**config.mk**
```make
export PLATFORM = sky130hd
export DESIGN_NAME = tone_period_meter
export DESIGN_NICKNAME = d
export VERILOG_FILES = /design/src/rtl/tone_period_meter.sv
export SDC_FILE = /design/constraint.sdc
export NUM_CORES = 1
export LEC_CHECK = 0
export ABC_AREA = 0
export CAP_MARGIN = 10
export CORE_ASPECT_RATIO = 1.5
export CORE_UTILIZATION = 35
export DETAILED_ROUTE_END_ITERATION = 10
export GPL_ROUTABILITY_DRIVEN = 1
export SYNTH_ARGS = -nofsm -noshare
export SYNTH_HDL_FRONTEND = slang
export SYNTH_SLANG_ARGS = --single-unit
```
**constraint.sdc**
```tcl
create_clock -name clk -period 5.1 [get_ports clk]
set_clock_uncertainty 0.15 [all_clocks]
set_input_delay 0.765 -clock clk [delete_from_list [all_inputs] [get_ports clk]]
set_output_delay 0.765 -clock clk [all_outputs]
set_load 0.005 [all_outputs]
```
**src/rtl/tone_period_meter.sv**
```systemverilog
// Measures the half-period of a square wave and reports it as the oscillator counter_top
// that would regenerate it, along with lock (stable pitch) and silence (no edges) status.
module tone_period_meter #(
    parameter int WIDTH      = 18,
    parameter int TIMEOUT    = 262143,
    parameter int LOCK_COUNT = 4,
    parameter int TOL        = 1
) (
    input  logic             clk,
    input  logic             rst,
    input  logic             sig_in,
    output logic [WIDTH-1:0] top_out,
    output logic             top_valid,
    output logic             locked,
    output logic             silent
);

    typedef enum logic {
        ST_IDLE,
        ST_MEASURE
    } state_t;

    localparam logic [WIDTH-1:0] TIMEOUT_V = WIDTH'(TIMEOUT);
    localparam logic [WIDTH-1:0] TOL_V     = WIDTH'(TOL);
    localparam logic [3:0]       LOCK_V    = 4'(LOCK_COUNT);

    logic             r_s1;
    logic             r_s2;
    logic             r_s3;
    logic [WIDTH-1:0] r_gap;
    state_t           r_state;
    logic             r_has_prev;
    logic [3:0]       r_match_cnt;
    logic [WIDTH-1:0] r_top;
    logic             r_top_valid;
    logic             r_locked;
    logic             r_silent;

    logic             w_edge;
    logic             w_gap_sat;
    logic [WIDTH-1:0] w_diff;
    logic             w_match;
    logic [3:0]       w_cnt_inc;

    // Both polarities count: every oscillator toggle is one half-period.
    assign w_edge    = r_s2 ^ r_s3;
    assign w_gap_sat = (r_gap == TIMEOUT_V);
    assign w_diff    = (r_gap > r_top) ? (r_gap - r_top) : (r_top - r_gap);
    assign w_match   = (w_diff <= TOL_V);
    assign w_cnt_inc = (r_match_cnt == LOCK_V) ? r_match_cnt : (r_match_cnt + 4'd1);

    always_ff @(posedge clk or posedge rst) begin
        if (rst) begin
            r_s1        <= 1'b0;
            r_s2        <= 1'b0;
            r_s3        <= 1'b0;
            r_gap       <= '0;
            r_state     <= ST_IDLE;
            r_has_prev  <= 1'b0;
            r_match_cnt <= '0;
            r_top       <= '0;
            r_top_valid <= 1'b0;
            r_locked    <= 1'b0;
            r_silent    <= 1'b1;
        end else begin
            r_s1        <= sig_in;
            r_s2        <= r_s1;
            r_s3        <= r_s2;
            r_top_valid <= 1'b0;

            // At an edge the gap holds H-1, which is exactly the counter_top to report.
            if (w_edge) begin
                r_gap <= '0;
            end else if (!w_gap_sat) begin
                r_gap <= r_gap + 1'b1;
            end

            case (r_state)
                ST_IDLE: begin
                    if (w_edge) begin
                        r_state    <= ST_MEASURE;
                        r_has_prev <= 1'b0;
                    end
                end
                ST_MEASURE: begin
                    if (w_edge) begin
                        r_top       <= r_gap;
                        r_top_valid <= 1'b1;
                        r_silent    <= 1'b0;
                        if (!r_has_prev) begin
                            r_has_prev  <= 1'b1;
                            r_match_cnt <= '0;
                        end else if (w_match) begin
                            r_match_cnt <= w_cnt_inc;
                            if (w_cnt_inc == LOCK_V) begin
                                r_locked <= 1'b1;
                            end
                        end else begin
                            r_match_cnt <= '0;
                            r_locked    <= 1'b0;
                        end
                    end else if (w_gap_sat) begin
                        r_state     <= ST_IDLE;
                        r_has_prev  <= 1'b0;
                        r_silent    <= 1'b1;
                        r_locked    <= 1'b0;
                        r_match_cnt <= '0;
                        r_top       <= '0;
                    end
                end
                default: r_state <= ST_IDLE;
            endcase
        end
    end

    assign top_out   = r_top;
    assign top_valid = r_top_valid;
    assign locked    = r_locked;
    assign silent    = r_silent;

endmodule

```
==> results.cfg <==
[worst_setup_path]
path_max_fanout = 6
reg2reg_slack_ns = 1.06
r2r_start = r_gap[0]
crit_required_ns = 5.16
end_kind = flop
startpoint_type = flop
r2r_cells = 13
rr_endpoint = r_match_cnt[1]
path_class = reg -> reg
crit_arrival_ns = 4.09
critPathLaunch = r_gap[0]

[final_layout]
antenna_cells = 0
finalInstanceArea_um2 = 4520
most-common-layout-cells = 53 x inv_1, 49 x a21oi_1, 47 x dfrtp_1
drive_gt1_frac = 0.0329
fillCellCount = 1104
synthToLayoutAreaGrowth_pct = 12.3
final_common_cell = inv_1
nets = 558

[synth]
synth-seq-cells = 48
synth_ff_type = dfrtp_1
synthArstFlopShare = 1.00
synthesis.area_um2 = 4030
synth_nets = 550
syn_inst = 507
synth_edf_count = 0
synth-seq-area-share = 0.299
ys_warn_count = 0
yosys.cell_types.count = 56
syn_avg_cell_area_um2 = 7.94

[global_routing]
grt_max_degree = 49
grt_pass1_vias = 3629
grt.total_usage = 0.203
overflow = 0
grt_pass1_wl_mm = 18.5
antenna_found_initial = 0

[detailed_routing]
postRouteAntennaNets = 0
postRouteWirelength_mm = 11.4
route.detailed.vias_per_inst = 5.54
dr.pass1.iters = 5
drc = 0
drt_iter0_drc = 248
vias = 3675
wire_per_inst_um = 17.2

[floorplanning]
coreArea_um2 = 11100
ios = 24
dieHeight_um = 133
die_x_um = 89.6
fp.dieArea_um2 = 11900
fp-row-count = 47
start_util = 0.362

[timing]
max_slew_margin = 0.320
finalCritPeriodShare = 0.791
max_freq_ghz = 0.248
tightest_slew_ns = 1.02
slew_violations = 0
fin_setup_tns_ns = 0
fin_crit_ns = 4.04
rsz0062_at_grt = false
final-hold-violation-count = 0
setup_viol_count_final = 0
holdWs_ns = 0.211

[power_and_ir_drop]
p_per_area_nw_per_um2 = 304
p_leak_nw = 1.93
vdd_drop_max_mv = 0.162

[clock_tree]
cts_buffers = 5
clk_pin_slew_ns = 0.07
clockBufferDepth = 2
clock_sinks = 48
cts_resized = 0
clock_latency_ns = 0.30
cts_tree = built
post_cts_buffers = 0
htreeDepth = 2
cts_root_buffer = clkbuf_16
ctsHoldBuffers = 0

[worst_hold_path]
holdCritPathClass = reg -> reg
worstHoldPathCells = 0
whs_endpoint = r_s2
min_from = r_s1

[placed_design]
place_area_um2 = 4350
gp_congestion = 0.986
io_buffer_count = 23
dp.final_hpwl_mm = 8.87

[job]
maxCapViolations = 0

[status]
outcome = finished, final reports clean
==> synth_stat cells (2+ instances only) <==
master	count	area, um^2
and4_1	2	17.5
a21oi_1	49	245
a31oi_1	3	18.8
dfrtp_1	47	1180
nand2_1	45	169
and3_1	7	43.8
nand4_1	16	100
nor2b_1	3	18.8
a22oi_1	3	22.5
o21a_1	3	22.5
ha_1	38	475
clkbuf_1	20	75.1
or4_1	6	45.0
nor3_1	6	30.0
xnor2_1	28	245
and2_1	4	25.0
fa_1	2	40.0
nand2b_1	3	18.8
o211ai_1	3	22.5
or2_2	2	12.5
o21bai_1	3	22.5
a41o_1	2	20.0
o22ai_1	3	18.8
nor4_1	6	37.5
o21ai_0	44	220
inv_1	54	203
nand3_1	14	70.1
a211oi_1	7	52.6
o221ai_1	2	17.5
a21o_1	4	30.0
mux2i_1	5	50.1
nand3b_1	4	30.0
buf_2	2	10.0
nor3b_1	2	15.0
a2111oi_0	2	17.5
xor2_1	5	43.8
nor2_1	39	146
==> layout make-up <==
class,instances,area [um^2],area share
multi-input combinational,382,2520,0.558
sequential,48,1200,0.266
timing repair buffer,24,238,0.0526
inverter,54,203,0.0448
tap,147,184,0.0407
clock buffer,5,125,0.0277
clock inverter,3,46.3,0.0102
==> per-layer routing <==
metal / vias up / GRT usage / share of wire
li1: 1797 / - / -
met1: 1773 / 0.237 / 0.41
met2: 82 / 0.364 / 0.53
met3: 23 / 0.0266 / 0.030
met4: 0 / 0.0820 / 0.032
met5: - / 0 / 0
==> power by group <==
part	internal, mW	switching [mW]	leakage, nW
combinational	0.235	0.342	1.20
clock	0.233	0.158	0.0804
sequential	0.392	0.0157	0.645
==> registers in the layout, summed over array words and instances, names as in the netlist <==
register     flops
r_s2             1
r_gap           18
r_state          1
top_valid        1
silent           1
locked           1
r_s3             1
r_s1             1
top_out         18
r_has_prev       1
r_match_cnt      4
==> metrics by stage <==
step	power, mW	util	instances	setup WS (ns)
6_report	1.38	0.407	663	1.06
5_1_grt	1.46	0.407	663	0.835
4_1_cts	1.38	0.407	663	1.05
3_5_place_dp	0.980	0.391	655	1.08
3_3_place_gp	0.977	0.391	655	1.13
2_1_floorplan	0.857	-	507	1.43
==> how the worst max path moves through the flow <==
stage,end,slack [ns],cells past startpoint
6_report,r_match_cnt[1],1.06,13
3_3_place_gp,r_match_cnt[1],1.13,14
5_1_grt,r_match_cnt[1],0.83,14
4_1_cts,r_match_cnt[1],1.05,14
2_1_floorplan,r_match_cnt[1],1.43,13
3_5_place_dp,r_match_cnt[1],1.08,14
==> worst max-delay path, stage by stage, from the launching register on <==
cell       delay [ns]
dfrtp_1          0.46
inv_1            0.12
ha_1             0.16
inv_1            0.05
fa_1             0.42
a21o_1           0.23
a21oi_2          0.15
xnor2_1          0.09
or4_1            0.52
or4_1            0.39
or4_1            0.45
a2111oi_2        0.36
nand4_1          0.19
o31ai_2          0.20
==> cell families after synthesis <==
logic type                 count (synthesis)  share of synthesized area
DFF                                       48                      0.299
adders and majority gates                 40                      0.128
AOI/OAI and AO/OA                        141                      0.212
muxes                                      5                     0.0124
xor gates and xnor gates                  34                     0.0758
and+or+nand+nor                          162                      0.199
buffers and inverters                     77                     0.0743
No activity file was read; power rests on OpenSTA's default activity.
